### config.mk
export PLATFORM = sky130hd
export DESIGN_NAME = packet_uart_tx
export DESIGN_NICKNAME = d
export VERILOG_FILES = /design/src/rtl/packet_uart_tx.sv
export SDC_FILE = /design/constraint.sdc
export NUM_CORES = 1
export LEC_CHECK = 0
export ABC_AREA = 1
export CELL_PAD_IN_SITES_DETAIL_PLACEMENT = 1
export CELL_PAD_IN_SITES_GLOBAL_PLACEMENT = 1
export CORE_UTILIZATION = 50
export DETAILED_ROUTE_END_ITERATION = 8
export PLACE_DENSITY_LB_ADDON = 0.1
export REMOVE_ABC_BUFFERS = 1
export SLEW_MARGIN = 10
export SYNTH_ARGS = -nofsm -noshare
export SYNTH_HDL_FRONTEND = slang
export SYNTH_SLANG_ARGS = --single-unit
### constraint.sdc
create_clock -name clk -period 5.5 [get_ports clk]
set_input_delay 0.55 -clock clk [delete_from_list [all_inputs] [get_ports clk]]
set_output_delay 0.55 -clock clk [all_outputs]
set_load 0.02 [all_outputs]
### src/rtl/packet_uart_tx.sv
// Byte FIFO feeding an 8N1 UART transmitter with valid/ready ingress.
// Frames chain back-to-back when the FIFO has data at the end of a stop bit.
module packet_uart_tx #(
  parameter int CLKS_PER_BIT = 868,
  parameter int FIFO_DEPTH   = 16
) (
  input  logic                          clk,
  input  logic                          rst,
  input  logic                          enable,
  input  logic [7:0]                    packet_byte,
  input  logic                          packet_valid,
  output logic                          packet_ready,
  output logic                          tx_serial,
  output logic                          tx_busy,
  output logic [$clog2(FIFO_DEPTH):0]   fifo_level,
  output logic [15:0]                   bytes_sent
);

  localparam int AW = $clog2(FIFO_DEPTH);
  localparam int LW = AW + 1;
  localparam logic [LW-1:0] FULL_LVL = LW'(FIFO_DEPTH);
  localparam logic [15:0]   CNT_MAX  = 16'(CLKS_PER_BIT - 1);

  typedef enum logic [1:0] {
    TX_IDLE  = 2'd0,
    TX_START = 2'd1,
    TX_DATA  = 2'd2,
    TX_STOP  = 2'd3
  } tx_state_t;

  logic [7:0]    mem [FIFO_DEPTH];
  logic [AW-1:0] wr_ptr, rd_ptr;
  logic          push, pop, fifo_empty, can_pop, bit_end;

  tx_state_t     state, state_next;
  logic [15:0]   baud_cnt, cnt_next;
  logic [2:0]    bit_idx, idx_next;
  logic [7:0]    shift_reg, shift_next;
  logic          tx_next, sent_inc;

  assign packet_ready = enable && (fifo_level != FULL_LVL);
  assign push         = packet_valid && packet_ready;
  assign fifo_empty   = (fifo_level == {LW{1'b0}});
  assign can_pop      = enable && !fifo_empty;
  assign bit_end      = (baud_cnt == CNT_MAX);

  always_ff @(posedge clk) begin
    if (push) begin
      mem[wr_ptr] <= packet_byte;
    end
  end

  always_ff @(posedge clk or posedge rst) begin
    if (rst) begin
      wr_ptr     <= '0;
      rd_ptr     <= '0;
      fifo_level <= '0;
    end else begin
      if (push) wr_ptr <= wr_ptr + AW'(1);
      if (pop)  rd_ptr <= rd_ptr + AW'(1);
      case ({push, pop})
        2'b10:   fifo_level <= fifo_level + LW'(1);
        2'b01:   fifo_level <= fifo_level - LW'(1);
        default: fifo_level <= fifo_level;
      endcase
    end
  end

  // State register together with the registered line, busy flag and frame counter
  always_ff @(posedge clk or posedge rst) begin
    if (rst) begin
      state      <= TX_IDLE;
      baud_cnt   <= 16'd0;
      bit_idx    <= 3'd0;
      shift_reg  <= 8'd0;
      tx_serial  <= 1'b1;
      tx_busy    <= 1'b0;
      bytes_sent <= 16'd0;
    end else begin
      state      <= state_next;
      baud_cnt   <= cnt_next;
      bit_idx    <= idx_next;
      shift_reg  <= shift_next;
      tx_serial  <= tx_next;
      tx_busy    <= (state_next != TX_IDLE);
      bytes_sent <= bytes_sent + {15'd0, sent_inc};
    end
  end

  always_comb begin
    state_next = state;
    case (state)
      TX_IDLE:  state_next = can_pop ? TX_START : TX_IDLE;
      TX_START: state_next = bit_end ? TX_DATA : TX_START;
      TX_DATA:  state_next = (bit_end && bit_idx == 3'd7) ? TX_STOP : TX_DATA;
      TX_STOP:  begin
        if (bit_end) state_next = can_pop ? TX_START : TX_IDLE;
        else         state_next = TX_STOP;
      end
      default:  state_next = TX_IDLE;
    endcase
  end

  // Pop, shift and line values; a stop-bit end with data waiting reloads straight into a start bit
  always_comb begin
    pop        = 1'b0;
    sent_inc   = 1'b0;
    cnt_next   = bit_end ? 16'd0 : baud_cnt + 16'd1;
    idx_next   = bit_idx;
    shift_next = shift_reg;
    tx_next    = tx_serial;
    case (state)
      TX_IDLE: begin
        cnt_next = 16'd0;
        if (can_pop) begin
          pop        = 1'b1;
          shift_next = mem[rd_ptr];
          idx_next   = 3'd0;
          tx_next    = 1'b0;
        end else begin
          tx_next    = 1'b1;
        end
      end
      TX_START: begin
        if (bit_end) tx_next = shift_reg[0];
        else         tx_next = 1'b0;
      end
      TX_DATA: begin
        if (bit_end && bit_idx == 3'd7) begin
          tx_next = 1'b1;
        end else if (bit_end) begin
          shift_next = {1'b0, shift_reg[7:1]};
          tx_next    = shift_reg[1];
          idx_next   = bit_idx + 3'd1;
        end else begin
          tx_next    = tx_serial;
        end
      end
      TX_STOP: begin
        if (bit_end) begin
          sent_inc = 1'b1;
          if (can_pop) begin
            pop        = 1'b1;
            shift_next = mem[rd_ptr];
            idx_next   = 3'd0;
            tx_next    = 1'b0;
          end else begin
            tx_next    = 1'b1;
          end
        end else begin
          tx_next = 1'b1;
        end
      end
      default: tx_next = 1'b1;
    endcase
  end

endmodule

# --- Word level (Yosys, flattened, before mapping) ---
# Memories as Yosys holds them, arrays and structs flattened.
# Index checks and enable logic that the tools add are counted.
op_classes:
  mux: 31
  add_sub_neg: 7
  n_eq_ne: 12
  reduce_logical: 11
ops:
  columns: ["op", "count"]
  rows:
  - ["$mux 16", 2]
  - ["$mux 8", 4]
  - ["$pmux 8 s3", 1]
  - ["$add 16x1->16", 1]
  - ["$add 16x1->16 const B", 1]
  - ["$eq 16x10->1 const B", 1]
  - ["$mux 1", 13]
  - ["$mux 3", 4]
  - ["$pmux 5 s2", 1]
  - ["$pmux 3 s3", 1]
  - ["$add 4x1->4 const B", 2]
  - ["$pmux 2 s4", 1]
  - ["$eq 2x2->1 const B", 3]
  - ["$ne 2x2->1 const B", 3]
  - ["$add 5x1->5 const B", 1]
  - ["$logic_not 5->1", 1]
  - ["$ne 5x5->1 const B", 1]
  - ["$sub 5x1->5 const B", 1]
  - ["$eq 2x1->1 const B", 2]
  - ["$logic_and 1x1->1", 4]
  - ["$mux 2", 2]
  - ["$pmux 1 s4", 1]
  - ["$reduce_and 4->1", 1]
  - ["$reduce_bool 2->1", 2]
  - ["7 further kinds", 7]
totals:
  word_cells: 72
  ramBits: 128
  output_inout_bits: 24
  memories: 1
  register_bits: 60
  in_bits: 12
mem_list:
  columns: ["name", "words", "width", "read_ports", "rd_clocked_by_memory_dff", "wr", "line_no", "rtl"]
  rows:
  - ["mem", 16, 8, 1, 0, 1, "31", "logic [7:0] mem [FIFO_DEPTH];"]

# --- Longest topological paths before layout ---
logic_depth:
  ltp_word: 8
  ltp_mapped: 18

# --- Worst setup path before layout ---
# OpenSTA, ideal clock, no wires.
synth_timing:
  path_kind: "register -> register"
  from: "reg baud_cnt[0]"
  to: "reg fifo_level[4]"
  arrival_time_ns: 2.483
  synth_period_minus_slack_ns: 2.562
  stages_incl_launch_ff: 19
  path_buffers: 0
  required_ns: 5.421
  path_slack_ns: 2.938
  cell_sequence: "dfrtp_1 > ha_1 > inv_1 > nor2_1 > nand2_1 > nor2_2 > nand2_4 > o21ai_0 > nand2_1 > inv_1 > ha_1 > inv_1 > fa_1 > inv_1 > nand3_1 > nand2_1 > a21oi_1 > o21ai_0 > xor2_1"
synth_between:
  elab_chain_cells: 5
synth_rtl:
  columns: ["element", "line_no", "rtl"]
  rows:
  - ["from (decl)", "36", "logic [15:0] baud_cnt, cnt_next;"]
  - ["from (signal assigned)", "81", "baud_cnt <= cnt_next;"]
  - ["$eq 16x10->1 *", "45", "assign bit_end = (baud_cnt == CNT_MAX);"]
  - ["$mux 1 *", "140", "if (bit_end) begin"]
  - ["$pmux 1 s2 *", "112", "case (state)"]
  - ["net pop", "33", "logic push, pop, fifo_empty, can_pop, bit_end;"]
  - ["$eq 2x1->1 / $eq 2x2->1 (equally long branches)", "61", "case ({push, pop})"]
  - ["$pmux 5 s2 / $reduce_bool 2->1 (equally long branches)", null, null]
  - ["to (signal assigned)", "62", "2'b10: fifo_level <= fifo_level + LW'(1);"]
  - ["to (signal assigned)", "63", "2'b01: fifo_level <= fifo_level - LW'(1);"]
  - ["to (signal assigned)", "64", "default: fifo_level <= fifo_level;"]
  - ["to (decl)", "15", "output logic [$clog2(FIFO_DEPTH):0] fifo_level,"]
# Mark *: on every way through the listed nets, which the timed path passes. The rest lies on a longest branch.
# A chain may end at the register's enable or synchronous reset.

# --- Worst setup path in the final report ---
# Same ends and word-level chain as after synthesis.

==> metrics <==
CP max-delay cell dfrtp_1; setup tns final 0 ns; via count roughly 5,700; CTS Buf Count 17; synthesized area 0.00829 sq mm; routed wl met3 ~920 microns; final WL 19.9 mm; final hold vios 0; DR pass1 iterations 4; largest net degree at the start of global routing just under 70; Post-CTS Resized 0; Synth warnings 0; die area about 0.017 sq mm; Leak between 0.003 and 0.004 uW; Clk Latency, worst-skew pair approximately 0.44 ns; startpoint types register; post-CTS setup buffers 0; FF+latch count, synth ~190; Cell variety after synth 33; register area about 0.0053 sq mm; CP Max Fanout 7; Power Dens Cells approximately 340 mW/mm^2; global-route wire length before repair 31.8 mm; # setup viols final 0; PortBufs 35; H-Tree Depth 4; max-cap violations 0; Post-DP HPWL 13.1 mm; max layer used met4; Power, Total around 3200 uW; core area about 0.016 sq mm; fin cells just over 1,000; initial antenna violation count 0; max incr delay on CP 0.38 ns; synth-to-layout area growth 14.1%; number of flip-flops in the largest register between 100 and 150; Biggest register mem; Simple-Gate Fraction of Synth Area around 17%; GP Congestion 0.816; unrepaired setup endpoints after global routing no; Ant. Diodes 0; DRT antenna net count 0; worst min-delay path category register to register; Initial Util roughly half; layout cells sized above 1 under 10%; crit path kind register to register; CTS tree yes; Synth Area in Compound Gates under 10%; Die X roughly 130 microns; remaining global-route overflow 0; post-synthesis xor/xnor area fraction under 10%; Via density around 5.5; number of cell rows between 40 and 50; register area share after synthesis 64.5%; Root Driver clkbuf_16; Largest regs mem: 128 flops, baud_cnt: 16 flops, bytes_sent: 16 flops; vias in the first global route just over 6,000; Final min period between 3 and 4 ns; Max-slew headroom 35.2%; Tcrit/Tclk final between 50% and 60%; DR WL/cell between 15 and 20 microns; dpl cells 1,002; kind of end point of the critical path register; met2 WL 10.6 mm; M1 WL between 8 and 9 mm; CP required between 5 and 6 ns; largest family of logic cells by synthesized area simple AND/OR/NAND/NOR gates; cell count after synthesis around 780; WP data arrival approximately 3.4 ns; Max clock buf depth 2; slew at the pin closest to its max-slew limit between 0.9 and 1 ns; Top Family by Delay on Critical Path adder cells; area taken by multi-input logic gates roughly 0.0026 sq mm; cts hold-fix bufs 0; post-synthesis mux area share 0%; Net count, final 838; clk sinks approximately 190; Highest Clock Rate 327 MHz; crit-path cells ha_1 > inv_1 > nor2_1 > nand2_1 > nor2_2 > nand2_4 > o21ai_0 > nand2_1 > inv_1 > ha_1 > inv_1 > fa_1 > inv_1 > nand3_1 > nand2_1 > a21oi_1 > o21ai_0 > xor2_1; Die Height between 100 and 150 microns; Adder-Cell Fraction of Synth Area under 10%; # fillers 1,699; maximum VDD drop roughly 0.00025 V; clk_skew about 0.011 ns; Total GRT Usage around a quarter; Remaining DRCs 0; Buf/Inv on CP 4; Syn Area/Cell between 10 and 15 sq um; outcome complete, no violations; Final Max Tran Viols 0; Ports 36; most used cell along the critical path inv_1; DRT iter0 DRCs 296; Reg clk slew, reported paths 0.08 ns
routing by layer:
| layer | track usage (%) | up-vias |
|---|---|---|
| li1 | - | 2697 |
| met1 | 31.3 | 2869 |
| met2 | 45.5 | 95 |
| met3 | 4.40 | 17 |
| met4 | 7.17 | 0 |
| met5 | 0 | - |
final timing paths:
check                           endpoint        start  slack (ns)  cells after the start
min                          baud_cnt[0]  baud_cnt[0]        0.47                      1
max in group asynchronous      rd_ptr[0]          rst        4.23                      3
max                        fifo_level[4]  baud_cnt[0]        2.44                     18
min in group asynchronous   shift_reg[4]          rst        0.65                      3
min reg2reg                  baud_cnt[0]  baud_cnt[0]        0.47                      1
max reg2reg                fifo_level[4]  baud_cnt[0]        2.44                     18
area by class of cell:
class                           instances  share of cell area, %
Clock inverter                         15                   2.33
Tap cell                              216                   2.86
Multi-Input combinational cell        494                   27.2
Timing Repair Buffer                   39                   4.02
Sequential cell                       188                   56.5
Clock buffer                           17                   4.49
Inverter                               65                   2.60
where the power goes:
part           switching, uW  total (uW)  internal, uW
Clock                    623        1290           669
Sequential              46.9        1640          1590
Combinational            190         278          88.0
worst register-to-register path: stages, from the launching register on:
cell and delay [ns]:
dfrtp_1 0.38, ha_1 0.21, inv_1 0.07, nor2_1 0.10, nand2_1 0.08, nor2_2 0.18
nand2_4 0.12, o21ai_0 0.19, nand2_1 0.12, inv_1 0.16, ha_1 0.31, inv_1 0.09
fa_1 0.38, inv_1 0.11, nand3_1 0.09, nand2_1 0.09, a21oi_1 0.06, o21ai_0 0.11
xor2_1 0.16
layout by cell type, fill, tap and decap left out, types with 20 or more instances in the layout:
cell type        netlist  layout
o211ai_1              28      28
edfxtp_1             128     128
nor2_1               157     157
nand2_1               89      89
ha_1                  20      20
nand3_1               51      51
o21ai_0               78      78
inv_1                 60      59
dfrtp_1               59      58
clkdlybuf4s50_1        0      35
cell usage after synthesis (all sizes together):
library cell	n	area, sq um
nor2	160	622
nor3b	1	7.51
o22ai	2	12.5
o21ai	78	390
clkbuf	17	63.8
edfxtp	128	3840
dfrtp	59	1480
nor3	8	50.1
nand4	8	50.1
buf	11	62.6
ha	20	250
nand3	51	255
clkinv	4	15.0
inv	61	231
o211ai	28	210
or2	1	6.26
fa	1	20.0
nand2	95	392
xnor2	9	78.8
nor4	3	18.8
a21oi	11	55.1
dfstp	1	26.3
xor2	17	149
o31ai	1	7.51
through the flow:
step / utilization [%] / cell area (sq um) / hold slack, ns / setup WS, ns
after floorplan: - / 8170 / 0.433 / 2.53
after CTS: 58.9 / 9470 / 0.482 / 2.43
after detailed placement: 54.9 / 8820 / 0.472 / 2.48
final: 58.9 / 9470 / 0.473 / 2.44
after global routing: 58.9 / 9470 / 0.494 / 2.06
after global placement: 54.9 / 8820 / 0.444 / 2.62
logic make-up (layout without fill, tap and decap cells):
family	Yosys count	in the layout
flops	188	188
compound gates	120	120
buf+inv	93	136
xor+xnor	26	26
fa+ha+maj	21	21
simple gates	327	327
(Power assumes the default switching activity.)
==> edit: new RTL, same flow settings <==
Change the parameter `FIFO_DEPTH` from 16 to 8.
--- a/src/rtl/packet_uart_tx.sv
+++ b/src/rtl/packet_uart_tx.sv
@@ -4,3 +4,3 @@
   parameter int CLKS_PER_BIT = 868,
-  parameter int FIFO_DEPTH   = 16
+  parameter int FIFO_DEPTH   = 8
 ) (
Interface: changed (resized fifo_level); port bits go from 36 to 35. No check against the original RTL was run, so the function may have changed too.
==> edit against the original RTL <==
- non-clock buffer count shrank 3
- sequential cell count down 67
- largest power group unchanged
- area after synthesis decreased by 34%
- clock skew decreased by 0.56 ps
- worst setup slack gained 290 ps
- synthesized cell count down 30%
- critical endpoint is now fifo_level[3]
- clock power decreased by 16%
- final area down 31%
- global-route usage is 0.94 points higher
- die area shrank 33%
- routed wire length decreased by 32%
- sequential share of layout area down 5.2 points
- count of clock-buffer cells in the layout is 3 higher
- power fell by 3.8%
- critical path type unchanged
==> edit: results (changes against the original RTL) <==
----------------------------------------------------
[Run status]
  Outcome ... complete, no violations (unchanged)

[GRT]
  Pin count of the biggest net entering global routing ... 58 (was 68)
  Global Route Usage Sum ... 0.263 (was 0.253)
  Number of global-route vias before repair ... 4,415 (was 6,043)
  Wire length of the first global-routing pass ... 22,100 um (was 31,800 um)

[Placed design]
  Worst setup slack after placement ... 2520 ps (was 2480 ps)
  HPWL after DPL ... 8770 um (was 13,100 um)
  Number of buffers added on ports ... 34 (was 35)
  Number of cells in the design after placement ... 698 (was 1,002)

[Layout]
  Post-Layout Cell Count ... 730 (was 1,034)
  Biggest regs ... mem (64), baud_cnt (16), bytes_sent (16) (was mem (128), baud_cnt (16), bytes_sent (16))
  Layout filler cell count ... 1,116 (was 1,699)
  Fraction of final layout cells sized beyond drive strength 1 ... 0.0825 (was 0.0636)
  Final nets ... 610 (was 838)

[Power]
  Maximum vdd drop ... 0.271 mV (was 0.250 mV)

[STA]
  Crit path time final ... 2770 ps (was 3060 ps)
  Worst hold margin ... 461 ps (was 473 ps)
  Slew HR ... 0.305 (was 0.352)

[Clock tree]
  Clk slew on worst S/H paths ... 60 ps (was 80 ps)
  Clk root buf ... sky130_fd_sc_hd__clkbuf_8 (was sky130_fd_sc_hd__clkbuf_16)
  Clock latency of the later-clocked register in the worst-skew pair ... 530 ps (was 440 ps)

[Synth]
  Average footprint of a synthesized cell ... 10.2 um^2 (was 10.7 um^2)
  Library cells used by synthesis ... 34 (was 33)
  Complex-gate fraction of the synthesized area ... 0.0511 (was 0.0815)

[Drt]
  Wire length on met2 ... 7240 um (was 10,600 um)
  Number of optimization iterations in the first detailed-route pass ... 5 (was 4)
  M1 wire length ... 5580 um (was 8180 um)

[Setup path]
  Capturing point of the worst reg2reg path ... fifo_level[3] (was fifo_level[4])
  Maximum fanout along the worst path ... 6 (was 7)
  Required time reported for the critical path endpoint ... 5920 ps (was 5870 ps)

----------------------------------------------------
[edit: changes by cell type after synthesis, moves of 4 or more]
cell                       delta
sky130_fd_sc_hd__nand2_1     +29
sky130_fd_sc_hd__o21ai_1      +6
sky130_fd_sc_hd__nand3_1      +8
sky130_fd_sc_hd__a31o_2       +6
sky130_fd_sc_hd__inv_1        -8
sky130_fd_sc_hd__o21ai_0     -59
sky130_fd_sc_hd__clkbuf_1    -11
sky130_fd_sc_hd__ha_1         -4
sky130_fd_sc_hd__o211ai_1    -24
sky130_fd_sc_hd__nor2_1     -101
sky130_fd_sc_hd__edfxtp_1    -64
[edit: area by class of cell]
class                      instances  area share
sequential                       121       0.513
multi-input combinational        352       0.287
clock buffer                      20      0.0652
timing repair buffer              36      0.0545
inverter                          53      0.0305
tap                              136      0.0261
clock inverter                    12      0.0232
[edit: logic make-up after synthesis]
logic type / after synthesis
AO/OA/AOI/OAI: 48
XOR/XNOR: 25
adder cells (fa/ha/maj): 17
buffers and inverters: 67
flip-flops: 121
AND/OR/NAND/NOR: 262
[edit: power breakdown]
| part | internal (uW) | switching [uW] | leakage (uW) |
|---|---|---|---|
| Combinational | 284 | 517 | 0.00118 |
| Clock | 687 | 405 | 0.000269 |
| Sequential | 1080 | 112 | 0.00133 |
| Total | 2050 | 1030 | 0.00278 |
[edit: worst max-delay path, delay by kind of cell (launching register included)]
kind | cells | cell delay, ps
and+or+nand+nor | 10 | 920
DFF | 1 | 370
buffers and inverters | 2 | 190
AOI/OAI and AO/OA | 2 | 350
xor gates and xnor gates | 1 | 120
adders and majority gates | 3 | 700
[edit: layer usage]
layer  GRT usage  vias to the layer above
li1            -                     1877
met1       0.305                     2030
met2       0.462                       68
met3      0.0590                       27
met4       0.119                        0
met5           0                        -
